[src/rtl/cpu_sequencer.sv]
// Instruction-phase sequencer: eight phases per instruction, with free-run and
// single-step execution and an HLT latch that only step or reset releases.
module cpu_sequencer #(
  parameter int CNT_WIDTH = 16
) (
  input  logic                 clk,
  input  logic                 rst,
  input  logic                 run,
  input  logic                 step,
  input  logic [2:0]           opcode,
  input  logic                 zero,
  output logic                 sel,
  output logic                 rd,
  output logic                 wr,
  output logic                 ld_ir,
  output logic                 ld_ac,
  output logic                 ld_pc,
  output logic                 inc_pc,
  output logic                 halt,
  output logic                 data_e,
  output logic [2:0]           phase,
  output logic                 halted,
  output logic [CNT_WIDTH-1:0] instr_count
);

  localparam logic [2:0] OP_HLT = 3'd0;
  localparam logic [2:0] OP_SKZ = 3'd1;
  localparam logic [2:0] OP_ADD = 3'd2;
  localparam logic [2:0] OP_AND = 3'd3;
  localparam logic [2:0] OP_XOR = 3'd4;
  localparam logic [2:0] OP_LDA = 3'd5;
  localparam logic [2:0] OP_STO = 3'd6;
  localparam logic [2:0] OP_JMP = 3'd7;

  localparam logic [CNT_WIDTH-1:0] CNT_ONE = {{(CNT_WIDTH-1){1'b0}}, 1'b1};

  typedef enum logic {
    HALTED  = 1'b0,
    RUNNING = 1'b1
  } mode_e;

  mode_e                mode_q, mode_d;
  logic [2:0]           phase_q, phase_d;
  logic                 step_q, step_d;
  logic                 hlt_q, hlt_d;
  logic [CNT_WIDTH-1:0] cnt_q, cnt_d;

  logic go;
  logic retire;
  logic is_alu;
  logic is_hlt;
  logic is_skz;
  logic is_sto;
  logic is_jmp;

  assign is_hlt = (opcode == OP_HLT);
  assign is_skz = (opcode == OP_SKZ);
  assign is_sto = (opcode == OP_STO);
  assign is_jmp = (opcode == OP_JMP);
  assign is_alu = (opcode == OP_ADD) || (opcode == OP_AND) ||
                  (opcode == OP_XOR) || (opcode == OP_LDA);

  // A latched HLT blocks run-only restarts; step always gets through.
  assign go     = step | (run & ~hlt_q);
  assign retire = (mode_q == RUNNING) && (phase_q == 3'd7);

  always_comb begin
    mode_d  = mode_q;
    phase_d = phase_q;
    step_d  = step_q;
    hlt_d   = hlt_q;
    cnt_d   = cnt_q;
    case (mode_q)
      HALTED: begin
        phase_d = 3'd0;
        if (go) begin
          mode_d = RUNNING;
          step_d = step;
          if (step) begin
            hlt_d = 1'b0;
          end
        end
      end
      RUNNING: begin
        phase_d = phase_q + 3'd1;
        if (retire) begin
          cnt_d = cnt_q + CNT_ONE;
          if (is_hlt || step_q || !run) begin
            mode_d = HALTED;
            if (is_hlt) begin
              hlt_d = 1'b1;
            end
          end
        end
      end
      default: begin
        mode_d  = HALTED;
        phase_d = 3'd0;
      end
    endcase
  end

  always_ff @(posedge clk) begin
    if (rst) begin
      mode_q  <= HALTED;
      phase_q <= 3'd0;
      step_q  <= 1'b0;
      hlt_q   <= 1'b0;
      cnt_q   <= '0;
    end else begin
      mode_q  <= mode_d;
      phase_q <= phase_d;
      step_q  <= step_d;
      hlt_q   <= hlt_d;
      cnt_q   <= cnt_d;
    end
  end

  // Strobes decode straight off the registered phase so they line up with it.
  always_comb begin
    sel    = 1'b0;
    rd     = 1'b0;
    wr     = 1'b0;
    ld_ir  = 1'b0;
    ld_ac  = 1'b0;
    ld_pc  = 1'b0;
    inc_pc = 1'b0;
    halt   = 1'b0;
    data_e = 1'b0;
    if (mode_q == RUNNING) begin
      case (phase_q)
        3'd0: sel = 1'b1;
        3'd1: begin
          sel = 1'b1;
          rd  = 1'b1;
        end
        3'd2, 3'd3: begin
          sel   = 1'b1;
          rd    = 1'b1;
          ld_ir = 1'b1;
        end
        3'd4: begin
          inc_pc = 1'b1;
          halt   = is_hlt;
        end
        3'd5: rd = is_alu;
        3'd6: begin
          rd     = is_alu;
          inc_pc = is_skz & zero;
          ld_pc  = is_jmp;
          data_e = is_sto;
        end
        3'd7: begin
          rd     = is_alu;
          ld_ac  = is_alu;
          ld_pc  = is_jmp;
          inc_pc = is_jmp;
          wr     = is_sto;
          data_e = is_sto;
        end
        default: sel = 1'b0;
      endcase
    end
  end

  assign phase       = phase_q;
  assign halted      = (mode_q == HALTED);
  assign instr_count = cnt_q;

endmodule

[config.mk]
export PLATFORM = sky130hd
export DESIGN_NAME = cpu_sequencer
export DESIGN_NICKNAME = d
export VERILOG_FILES = /design/src/rtl/cpu_sequencer.sv
export SDC_FILE = /design/constraint.sdc
export NUM_CORES = 1
export LEC_CHECK = 0
export ABC_CLOCK_PERIOD_IN_PS = 2420
export CORE_MARGIN = 10
export CORE_UTILIZATION = 45
export CTS_BUF_LIST = sky130_fd_sc_hd__clkbuf_4
export CTS_CLUSTER_SIZE = 40
export DETAILED_ROUTE_END_ITERATION = 7
export PLACE_DENSITY = 0.77
export SYNTH_ARGS = -nofsm -noshare
export SYNTH_HDL_FRONTEND = slang
export SYNTH_SLANG_ARGS = --single-unit
[constraint.sdc]
create_clock -name clk -period 2.42 [get_ports clk]
set_input_delay 0.484 -clock clk [delete_from_list [all_inputs] [get_ports clk]]
set_output_delay 0.484 -clock clk [all_outputs]
set_load 0.02 [all_outputs]
==> results of run 1 <==
## what timing repair did
item | CTS | global route
hold buffers | 0 | 0
setup endpoints to repair | 9 | 7
gates resized for setup | 11 | 16
cloned | 0 | 0
hold endpoints to repair | 0 | 0
## state kept, by name, summed over array words and instances (netlist names)
signal and count:
hlt_q 1, mode_q 1, step_q 1, instr_count 16
phase 3
## kinds of logic (layout without fill, tap and decap cells)
family | after synthesis | in the layout | share of synthesized area, %
AO/OA/AOI/OAI | 19 | 19 | 9.47
XOR/XNOR | 10 | 10 | 7.28
adder cells (fa/ha/maj) | 7 | 7 | 7.28
buffers and inverters | 10 | 54 | 3.54
flip-flops | 22 | 22 | 36.6
multiplexers | 2 | 2 | 2.50
AND/OR/NAND/NOR | 73 | 73 | 33.3
## power groups by stage
stage | registers [mW] | clock network, mW | logic [mW]
2_1_floorplan | 0.379 | 0 | 0.0353
3_3_place_gp | 0.380 | 0 | 0.0728
3_5_place_dp | 0.381 | 0 | 0.0754
4_1_cts | 0.372 | 0.287 | 0.0746
5_1_grt | 0.374 | 0.305 | 0.0825
6_report | 0.372 | 0.282 | 0.0744
## worst max-delay path by stage
stage	from	to	slack, ns
6_report	opcode[1]	halt	0.16
3_5_place_dp	opcode[2]	halt	-0.22
4_1_cts	phase[0]	sel	0.006
5_1_grt	phase[1]	ld_pc	0.01
3_3_place_gp	opcode[2]	rd	-0.17
2_1_floorplan	phase[0]	data_e	0.31
## critical path, delay by kind of cell
| kind | cells | cell delay, ns |
|---|---|---|
| buffers and inverters | 2 | 0.87 |
| AND/OR/NAND/NOR | 2 | 0.41 |
## per-stage QoR
| stage | instances | setup WS, ns | area [µm²] | power (mW) |
|---|---|---|---|---|
| 2_1_floorplan | 143 | 0.306 | 1200 | 0.414 |
| 3_3_place_gp | 213 | -0.170 | 1640 | 0.453 |
| 3_5_place_dp | 213 | -0.219 | 1640 | 0.456 |
| 4_1_cts | 217 | 0.00602 | 1690 | 0.734 |
| 5_1_grt | 217 | 0.0114 | 1690 | 0.761 |
| 6_report | 217 | 0.164 | 1690 | 0.728 |
## Yosys cell counts (2+ instances only)
cell      count  share of area [%]
nor2b_1       3                1.6
and4_1        2                1.5
xor2_1        4                2.9
a31o_2        2                1.5
xnor2_1       6                4.4
nor2_1       24                7.5
nand2_1       9                2.8
clkbuf_1      2               0.62
nand3_1       9                3.7
inv_1         6                1.9
mux2_4        2                2.5
dfxtp_1      22                 37
nand4_1       2                1.0
a21oi_1      10                4.2
nor3_1        9                3.7
or3_1         4                2.1
o21ai_0       4                1.7
nand2b_1      3                1.6
ha_1          7                7.3
## cell type report
| class | count | area share [%] |
|---|---|---|
| Inverter | 6 | 1.34 |
| Timing Repair Buffer | 44 | 23.6 |
| Clock buffer | 3 | 1.34 |
| Sequential cell | 22 | 26.3 |
| Clock inverter | 1 | 1.78 |
| Multi-Input combinational cell | 111 | 43.4 |
| Tap cell | 30 | 2.23 |
## per-layer routing
metal | GRT usage, % | up-vias
li1 | - | 578
met1 | 14.0 | 544
met2 | 20.8 | 25
met3 | 5.37 | 4
met4 | 2.37 | 0
met5 | 0 | -
==> impl_results.md, run 1 <==
- Unique masters post-synth: 32
- GR Overflow Total: 0
- CP max stage cell: clkdlybuf4s50_1
- Startpoint Class: input pin
- Critical Path Max Stage Delay: 0.52 ns
- Power per cell area: 432 nW/µm²
- Switch share: 21.8%
- Syn avg cell area: approximately 8.4 µm²
- Ports: 37
- Die height: around 72 µm
- Clock-pin slew on the worst setup and hold paths: roughly 0.12 ns
- Diode count: 0
- Final number of hold-violating endpoints: 0
- Post-Synthesis Cells: around 140
- Layout area overhead: 40.3%
- Worst-case reg-to-reg path depth: 7
- Setup Buffers After CTS: 0
- Synth warn: 0
- Met2 WL: 1550 µm
- CTS tree: yes
- Top Layer Used: met4
- Hpwl dp: 2450 µm
- Via count: 1151
- Clock Power Share: about two fifths
- Row Count: 18
- FF-to-FF setup slack: around 0.26 ns
- DR vias/cell: approximately 5.3
- Share of cells above drive strength 1: approximately 16%
- TritonCTS Buffers: 3
- Worst Hold Slack: between 0.4 and 0.5 ns
- Sequential cell area: roughly 440 µm²
- Hold path depth: 1
- Layout Skew: around 0.0044 ns
- EDFF count, synth: 0
- Total GRT Usage: 12.3%
- Antenna violations before repair: 0
- Post-route setup TNS: 0 ns
- Post-route core utilization: between 60% and 70%
- Total Routed Length: around 3000 µm
- Actual slew at the worst max-slew pin: ~0.42 ns
- Final worst path period need: roughly 2.3 ns
- M1 WL: around 1300 µm
- Clock buffer depth: 2
- Final net count: 203
- Die ar.: about 5000 µm²
- DR iter-0 viols: roughly 100
- P_leak: 0.706 nW
- Sequential area share after synthesis: between 30 and 40%
- Worst min path class: reg2reg
- WL/cell: about 14 µm
- Clock Sinks: 22
- Critical path data arrival time: about 1.8 ns
- Largest net degree at the start of global routing: 14
- Clock root buffer master: clkbuf_4
- Ys async rst share: 0%
- Net Sw Power: 0.159 mW
- Reg-to-Reg End: instr_count[15]
- Cell area after synthesis: between 1000 and 1500 µm²
- Reg power frac: roughly half
- Int Power: around 0.57 mW
- Normalized max-slew margin: 72.1%
- ANT nets after route: 0
- Commonest non-fill, non-tap cell in the layout: clkdlybuf4s50_1
- Max-slew violations: 0
- Most frequent cells in the layout: clkdlybuf4s50_1, nor2_1, dfxtp_1
- Crit path max fanout: 5
- Synthesized Nets: approximately 160
- Clock Latency Late Sink: slightly above 0.3 ns
- Multi-input logic area: roughly 730 µm²
- WP data required: between 1.5 and 2 ns
- VDD IR-drop max: approximately 500 µV
- Drt pass-1 iters: 4
- Fill cells: 213
- GP Congestion: 0.798
- Global-route wire length before repair: ~5400 µm
- Number of global-route vias before repair: 1181
- Fmax: 443 MHz
- CP Capture Type: output port
- Critical-path cell list: clkdlybuf4s50_1 -> nor3_2 -> and4_1 -> dlygate4sd2_1
- Die span in x: between 70 and 80 µm
- Crit share post-route: 93.2%
- Routed wl met3: between 200 and 250 µm
- Hold EP: phase[0]
- Kind of critical path: in2out
- Outcome: finished clean
- Port Buf Inserts: 36
- RSZ-0062 raised after global routing: no
- H-tree depth: 1
- DRC: 0
- Initial Utilization: 47.7%
- Post-synth top flop: dfxtp_1
- Combinational Power Share: between 10% and 20%
- Post-synthesis register bit count: 22
- # setup viols final: 0
- Max Cap Viol: 0
- Core Area: around 2500 µm²
- Worst min-delay path startpoint: phase[0]
- Critical R2R Launch: phase[1]
(Power assumes the default switching activity.)
==> run 2, diff against run 1 <==
- SLEW_MARGIN: default -> 25
==> results of run 2 <==
Same layout as run 1: the final DEF is identical, and so are final timing and power.
